## src/rtl/csr.sv

```systemverilog
// Machine-mode CSR file for the RV32I execute stage: combinational read, read-modify-write on clk.
// Optional 64-bit cycle counter (mcycle/mcycleh, cycle/cycleh aliases) enabled by CSR_COUNTERS_EN.
module csr #(
  parameter logic [31:0] HART_ID  = 32'd0,
  parameter logic [31:0] MISA_VAL = 32'h4000_0100
) (
  input  logic        clk,
  input  logic        rst_n,
  input  logic [3:0]  CSRControl,
  input  logic [31:0] instr,
  input  logic [31:0] wd,
  output logic [31:0] rd
);

  localparam logic [11:0] ADDR_MSTATUS   = 12'h300;
  localparam logic [11:0] ADDR_MISA      = 12'h301;
  localparam logic [11:0] ADDR_MIE       = 12'h304;
  localparam logic [11:0] ADDR_MTVEC     = 12'h305;
  localparam logic [11:0] ADDR_MSCRATCH  = 12'h340;
  localparam logic [11:0] ADDR_MEPC      = 12'h341;
  localparam logic [11:0] ADDR_MCAUSE    = 12'h342;
  localparam logic [11:0] ADDR_MTVAL     = 12'h343;
  localparam logic [11:0] ADDR_MHARTID   = 12'hF14;
  localparam logic [11:0] ADDR_MCYCLE    = 12'hB00;
  localparam logic [11:0] ADDR_MCYCLEH   = 12'hB80;
  localparam logic [11:0] ADDR_CYCLE     = 12'hC00;
  localparam logic [11:0] ADDR_CYCLEH    = 12'hC80;
  localparam logic [31:0] MIE_MASK       = 32'h0000_0888;

  logic [11:0] csrAddr;
  logic [4:0]  zimm;
  logic [31:0] src;
  logic [31:0] newVal;
  logic        opValid;
  logic        wrEn;
  logic        unusedInstr;

  assign csrAddr     = instr[31:20];
  assign zimm        = instr[19:15];
  assign unusedInstr = ^instr[14:0];

  logic        mstatusMie_q, mstatusMie_d;
  logic        mstatusMpie_q, mstatusMpie_d;
  logic [31:0] mie_q, mie_d;
  logic [31:0] mtvec_q, mtvec_d;
  logic [31:0] mscratch_q, mscratch_d;
  logic [31:0] mepc_q, mepc_d;
  logic [31:0] mcause_q, mcause_d;
  logic [31:0] mtval_q, mtval_d;

`ifdef CSR_COUNTERS_EN
  logic [63:0] cycle_q, cycle_d;
`endif

  // Bit 2 of CSRControl selects the zimm form; only 0001-0011 and 0101-0111 are real operations.
  assign opValid = (CSRControl[3] == 1'b0) && (CSRControl[1:0] != 2'b00);
  assign src     = CSRControl[2] ? {27'b0, zimm} : wd;
  assign wrEn    = opValid && ((CSRControl[1:0] == 2'b01) || (zimm != 5'd0))
                   && (csrAddr[11:10] != 2'b11);

  always_comb begin
    rd = 32'd0;
    case (csrAddr)
      ADDR_MSTATUS:  rd = {19'b0, 2'b11, 3'b0, mstatusMpie_q, 3'b0, mstatusMie_q, 3'b0};
      ADDR_MISA:     rd = MISA_VAL;
      ADDR_MIE:      rd = mie_q;
      ADDR_MTVEC:    rd = mtvec_q;
      ADDR_MSCRATCH: rd = mscratch_q;
      ADDR_MEPC:     rd = mepc_q;
      ADDR_MCAUSE:   rd = mcause_q;
      ADDR_MTVAL:    rd = mtval_q;
      ADDR_MHARTID:  rd = HART_ID;
`ifdef CSR_COUNTERS_EN
      ADDR_MCYCLE,  ADDR_CYCLE:  rd = cycle_q[31:0];
      ADDR_MCYCLEH, ADDR_CYCLEH: rd = cycle_q[63:32];
`endif
      default:       rd = 32'd0;
    endcase
  end

  always_comb begin
    case (CSRControl[1:0])
      2'b01:   newVal = src;
      2'b10:   newVal = rd | src;
      2'b11:   newVal = rd & ~src;
      default: newVal = rd;
    endcase
  end

  always_comb begin
    mstatusMie_d  = mstatusMie_q;
    mstatusMpie_d = mstatusMpie_q;
    mie_d         = mie_q;
    mtvec_d       = mtvec_q;
    mscratch_d    = mscratch_q;
    mepc_d        = mepc_q;
    mcause_d      = mcause_q;
    mtval_d       = mtval_q;
    if (wrEn) begin
      case (csrAddr)
        ADDR_MSTATUS: begin
          mstatusMie_d  = newVal[3];
          mstatusMpie_d = newVal[7];
        end
        ADDR_MIE:      mie_d      = newVal & MIE_MASK;
        ADDR_MTVEC:    mtvec_d    = {newVal[31:2], 2'b00};
        ADDR_MSCRATCH: mscratch_d = newVal;
        ADDR_MEPC:     mepc_d     = {newVal[31:2], 2'b00};
        ADDR_MCAUSE:   mcause_d   = newVal;
        ADDR_MTVAL:    mtval_d    = newVal;
        default: ;
      endcase
    end
  end

  always_ff @(posedge clk or negedge rst_n) begin
    if (!rst_n) begin
      mstatusMie_q  <= 1'b0;
      mstatusMpie_q <= 1'b0;
      mie_q         <= 32'd0;
      mtvec_q       <= 32'd0;
      mscratch_q    <= 32'd0;
      mepc_q        <= 32'd0;
      mcause_q      <= 32'd0;
      mtval_q       <= 32'd0;
    end else begin
      mstatusMie_q  <= mstatusMie_d;
      mstatusMpie_q <= mstatusMpie_d;
      mie_q         <= mie_d;
      mtvec_q       <= mtvec_d;
      mscratch_q    <= mscratch_d;
      mepc_q        <= mepc_d;
      mcause_q      <= mcause_d;
      mtval_q       <= mtval_d;
    end
  end

`ifdef CSR_COUNTERS_EN
  // A software write to either half replaces it and skips that cycle's increment.
  always_comb begin
    cycle_d = cycle_q + 64'd1;
    if (wrEn && (csrAddr == ADDR_MCYCLE)) begin
      cycle_d = {cycle_q[63:32], newVal};
    end else if (wrEn && (csrAddr == ADDR_MCYCLEH)) begin
      cycle_d = {newVal, cycle_q[31:0]};
    end
  end

  always_ff @(posedge clk or negedge rst_n) begin
    if (!rst_n) begin
      cycle_q <= 64'd0;
    end else begin
      cycle_q <= cycle_d;
    end
  end
`endif

endmodule

```

## config.mk

```make
export PLATFORM = sky130hd
export DESIGN_NAME = csr
export DESIGN_NICKNAME = d
export VERILOG_FILES = /design/src/rtl/csr.sv
export SDC_FILE = /design/constraint.sdc
export NUM_CORES = 1
export LEC_CHECK = 0
export BUFFER_PORTS_ARGS = -buffer_cell sky130_fd_sc_hd__buf_2
export CAP_MARGIN = 20
export CORE_MARGIN = 1.5
export CORE_UTILIZATION = 30
export CTS_BUF_LIST = sky130_fd_sc_hd__clkbuf_2 sky130_fd_sc_hd__clkbuf_4 sky130_fd_sc_hd__clkbuf_8
export DETAILED_ROUTE_END_ITERATION = 10
export MAX_ROUTING_LAYER = met4
export PLACE_DENSITY = 0.57
export SYNTH_ARGS = -nofsm -noshare
export SYNTH_HDL_FRONTEND = slang
export SYNTH_SLANG_ARGS = --single-unit
```

## constraint.sdc

```tcl
create_clock -name clk -period 3.1 [get_ports clk]
set_input_delay 0.62 -clock clk [delete_from_list [all_inputs] [get_ports clk]]
set_output_delay 0.62 -clock clk [all_outputs]
set_load 0.005 [all_outputs]
```

=== Word-level counts from Yosys, hierarchy flattened ===
Index checks and enable logic that the tools add are counted.

* Bits in registers: 161
* Word-level logic and storage cells: 40
* Input bits: 70

* Reductions and logical operators: 13
* Equal/unequal tests: 12
* Multiplexer cells: 3
* Bitwise logic cells: 4

{| class="wikitable"
|+ Operators with widths
! cell !! count
|-
| 32-bit one-hot mux with 8 select lines || 1
|-
| 12-bit by 10-bit equality test with 1-bit output, second input constant || 8
|-
| 32-bit one-hot mux with 3 select lines || 1
|-
| 32-bit bitwise AND || 1
|-
| 32-bit 2-to-1 mux || 1
|-
| 32-bit inverter || 1
|-
| 32-bit OR || 1
|-
| 2-bit AND reduction || 7
|-
| 5-bit nonzero test || 1
|-
| 2-bit equality test, second input constant || 2
|-
| 1-bit logical AND || 3
|-
| 2-bit by 1-bit equality test with 1-bit output, second input constant || 1
|-
| 2-bit != test, second input constant || 1
|-
| 2-bit nonzero test || 1
|-
| 1-bit logical OR || 1
|-
| 1-bit inverter || 1
|}

=== Depth between registers and ports, before layout ===
* Word-level depth: 5
* Gate-level depth with buffers: 8
* Depth with buffers taken out: 6

=== Least setup slack after synthesis ===
Ideal clock, no wire load.

* Path kind: input to output
* From: input instr[20]
* To: output rd[2]
* Arrival: 2049 ps
* Slack: 431 ps
* Required time: 2480 ps
* Stages on the path: 7
* Path through: buf_2 buf_2 buf_2 mux2_2 a22oi_1 nor2_1 a221o_1

* Cells in the longest elaborated chain, start to end: 2
* Elaborated cells between the ends (all ways): 9
* Those cells by class: eq/ne: 8; mux: 1

{| class="wikitable"
|+ RTL lines
! what !! RTL line !! text
|-
| start: declaration || 10 || <nowiki>input logic [31:0] instr,</nowiki>
|-
| 12-bit by 10-bit equality test with 1-bit output || 63 || <nowiki>case (csrAddr)</nowiki>
|-
| 32-bit one-hot mux with 8 select lines (*) || 63 ||
|-
| end: declaration || 12 || <nowiki>output logic [31:0] rd</nowiki>
|}

Every way passes the cells marked *; elsewhere a longest branch is shown, timed or not.

=== Final worst setup path ===
* From: input instr[25]
* To: output rd[18]

Same word-level chain as after synthesis.

==> key figures <==
Outcome
  • Status: completed

GRT
  • Residual overflow from global routing: 0
  • Number of antenna violations at the first check in global routing: 0
  • Most congested layer reported by global routing: met2
  • Met3 track demand over resource: 0.0273
  • Total Routing Usage GR: 0.176
  • Number of global-route vias before repair: 6,670
  • Maximum number of pins on one net before global-route repair: a little over 60
  • Wire length of the first global-routing pass: around 38,000 um
  • Global-route track usage on met2: 0.279
  • Routing usage on met1: 0.233

STA
  • Relative slew slack: 0.498
  • Final Skew: 0.0117 ns
  • Slew Viols, Final: 0
  • Unrepaired setup endpoints after global routing: no
  • F_max: 0.332 GHz
  • Accumulated negative setup slack: 0 ns
  • Count of endpoints failing hold in the final timing report: 0
  • Final hold slack: roughly 0.14 ns
  • Final number of setup-violating endpoints: 0
  • Final period demand of the worst path: 3.01 ns
  • Minimum setup slack in the final design: between 0.08 and 0.09 ns
  • Final period util: 0.972
  • Slew @ Worst Pin: roughly 0.75 ns

Drt
  • Aggregate routed wire length: 23,900 um
  • Avg Vias per Cell: 4.93
  • Number of iterations in the first detailed-routing pass: 4
  • DRT antenna net count: 0
  • Vias after detailed routing: 6,807
  • Average wire length per cell after detail routing: between 15 and 20 um
  • Starting DRT DRC Count: between 400 and 500
  • Number of remaining DRC errors: 0

CTS
  • Clk sink count: ~160
  • Clock tree from TritonCTS: built
  • Inserted Clock Buffers: 17
  • Count of hold-fix buffers inserted at cts: 0
  • Cells resized by post-CTS repair: 0
  • H-Tree Level Count: 4
  • Clock-pin slew reported for the worst setup and hold paths after clock tree synthesis: 0.09 ns
  • CTS root buf: sky130_fd_sc_hd__clkbuf_8
  • Number of setup buffers added after CTS: 0
  • Clock buffer depth: 2
  • Clock network latency to the later pin of the worst-skew pair: approximately 0.46 ns

Floorplanning
  • Effective utilization at floorplan: 0.305
  • Horizontal extent of the die: approximately 170 um
  • Number of primary I/O pins: just over 100
  • Cell Rows: between 60 and 70
  • Floorplan die area: roughly 29,000 um^2
  • Placeable Area: between 20,000 and 30,000 um^2
  • DIE HEIGHT: approximately 170 um

Synth
  • Syn nets: around 980
  • Sequential-to-total area share from yosys stat: 0.475
  • Dominant register cell in the synthesized netlist: sky130_fd_sc_hd__dfrtp_1
  • EDFF count, synth: 0
  • Synth Cell Area: between 8000 and 9000 um^2
  • Number of distinct library cells after synthesis: 56
  • Count of synthesis-stage warnings from yosys: 0
  • Yosys reg bits: around 160
  • Per-instance average area after synthesis: just over 9 um^2
  • Syn Inst Count: just over 900
  • Async set-reset flop share out of synthesis: 1.00

Critical path
  • Sort of element at the end of the critical path: output port
  • Cell at the slowest stage of the critical path: sky130_fd_sc_hd__nor4_4
  • Critical Path Source Type: primary input
  • Slack of the worst reg-to-reg path: 1.11 ns
  • Critical path's largest stage delay: ~0.54 ns
  • Worst setup startpoint: instr[25]
  • Worst Path Class, Setup: primary input to output port
  • Worst-path maximum fanout: 29
  • Terminus of the critical flop-to-flop path: mie_q[11]$_DFFE_PN0P_
  • Endpoint arrival time on the critical path: between 2 and 2.5 ns
  • Required time of the worst setup path: around 2.5 ns
  • Reg-to-reg startpoint: mcause_q[11]$_DFFE_PN0P_
  • R2R cell count: 4
  • Cell Chain, Critical Path: buf_2 -> nor4_4 -> nand2_4 -> nor4_4 -> buf_12 -> a22o_1 -> buf_2

Cells and area
  • Share of post-route cells with drive strength above 1: 0.212
  • FILL cells: a little under 3,000
  • Most common cell after layout, fill and taps aside: sky130_fd_sc_hd__nand2_1
  • Register area: between 4000 and 5000 um^2
  • Multi-input logic area: 4120 um^2
  • Area added between synthesis and finish: 16.3%
  • Nets@finish: between 1,000 and 1,500
  • Most used cells in the layout excluding fill and tap cells: 192 x sky130_fd_sc_hd__nand2_1, 161 x sky130_fd_sc_hd__dfrtp_1, 115 x sky130_fd_sc_hd__o21ai_0, 84 x sky130_fd_sc_hd__buf_2, 56 x sky130_fd_sc_hd__mux2i_1
  • Inserted Diodes: 0

Placed design
  • Final weighted congestion of routability-driven global placement: around 0.83
  • Quantity of I/O buffers inserted on ports: between 80 and 90
  • Post-place setup slack: about 0.12 ns
  • Post-detail-place hpwl: around 16,000 um

Pwr
  • Power, Total: 4.06 mW
  • Power density over the cells: between 400 and 500 nW/um^2
  • Leakage power summed over all cells: between 4 and 5 nW
  • Peak supply drop: about 0.00020 V

Run
  • Max cap viols: 0

Min path
  • Hold crit path type: primary input to async pin
[cells in the mapped netlist (17+ instances only)]
cell type | count | area share
sky130_fd_sc_hd__nor2b_1 | 51 | 0.038
sky130_fd_sc_hd__buf_2 | 25 | 0.015
sky130_fd_sc_hd__o21ai_0 | 115 | 0.068
sky130_fd_sc_hd__clkbuf_1 | 32 | 0.014
sky130_fd_sc_hd__xnor2_1 | 23 | 0.024
sky130_fd_sc_hd__nor2_1 | 22 | 0.0097
sky130_fd_sc_hd__mux2i_1 | 56 | 0.066
sky130_fd_sc_hd__nand2_1 | 192 | 0.085
sky130_fd_sc_hd__o22ai_1 | 24 | 0.018
sky130_fd_sc_hd__dfrtp_1 | 161 | 0.48
sky130_fd_sc_hd__mux2_2 | 17 | 0.023
sky130_fd_sc_hd__o21ai_1 | 47 | 0.028
[sequential cells by signal, indices dropped and copies added, names as in the netlist]
signal	flops
mie_q	3
mstatusMie_q	1
mtval_q	32
mstatusMpie_q	1
mcause_q	32
mscratch_q	32
mepc_q	30
mtvec_q	30
[critical path: cells and delay by family]
kind                   cells  cell delay, ns
AO/OA/AOI/OAI              1            0.28
AND/OR/NAND/NOR            3            0.96
buffers and inverters      3            0.52
[metrics by stage]
stage,utilization,std cells,instance area [um^2]
2_1_floorplan,-,911,8470
3_3_place_gp,0.340,1349,9440
3_5_place_dp,0.340,1349,9440
4_1_cts,0.355,1381,9850
5_1_grt,0.355,1381,9860
6_report,0.355,1381,9860
[report_power, final]
group          total [mW]  switching (mW)  internal [mW]  leakage, nW
registers            2.10         0.00128           2.10         2.23
clock network        1.59           0.798          0.795        0.206
logic               0.370           0.237          0.133         1.94
[layout make-up]
class / instances / area share
repair buffers: 125 / 0.0806
inverters: 7 / 0.00267
clock buffers: 21 / 0.0287
clock inverters: 11 / 0.0131
multi-input cells: 678 / 0.418
flip-flops and latches: 161 / 0.409
well taps: 378 / 0.0480
[cells by family after synthesis]
family	Yosys count	share of synthesized area
flops	161	0.475
buf+inv	72	0.0391
simple gates	307	0.170
xor+xnor	30	0.0310
mux	73	0.0887
compound gates	268	0.195
[worst max path at each step]
stage	to	slack [ns]
after CTS	rd[4]	0.12
after global routing	rd[30]	0.02
final	rd[18]	0.09
after floorplan	rd[2]	0.43
after detailed placement	rd[4]	0.12
after global placement	rd[4]	0.12
[metal layers]
| metal | vias up | part of all wire | wire length [um] |
|---|---|---|---|
| met1 | 3310 | 0.47 | 11300 |
| met2 | 143 | 0.47 | 11200 |
| met5 | - | 0 | 0 |
| met3 | 21 | 0.041 | 972 |
| li1 | 3333 | - | - |
| met4 | 0 | 0.015 | 363 |
(Power assumes the default switching activity.)
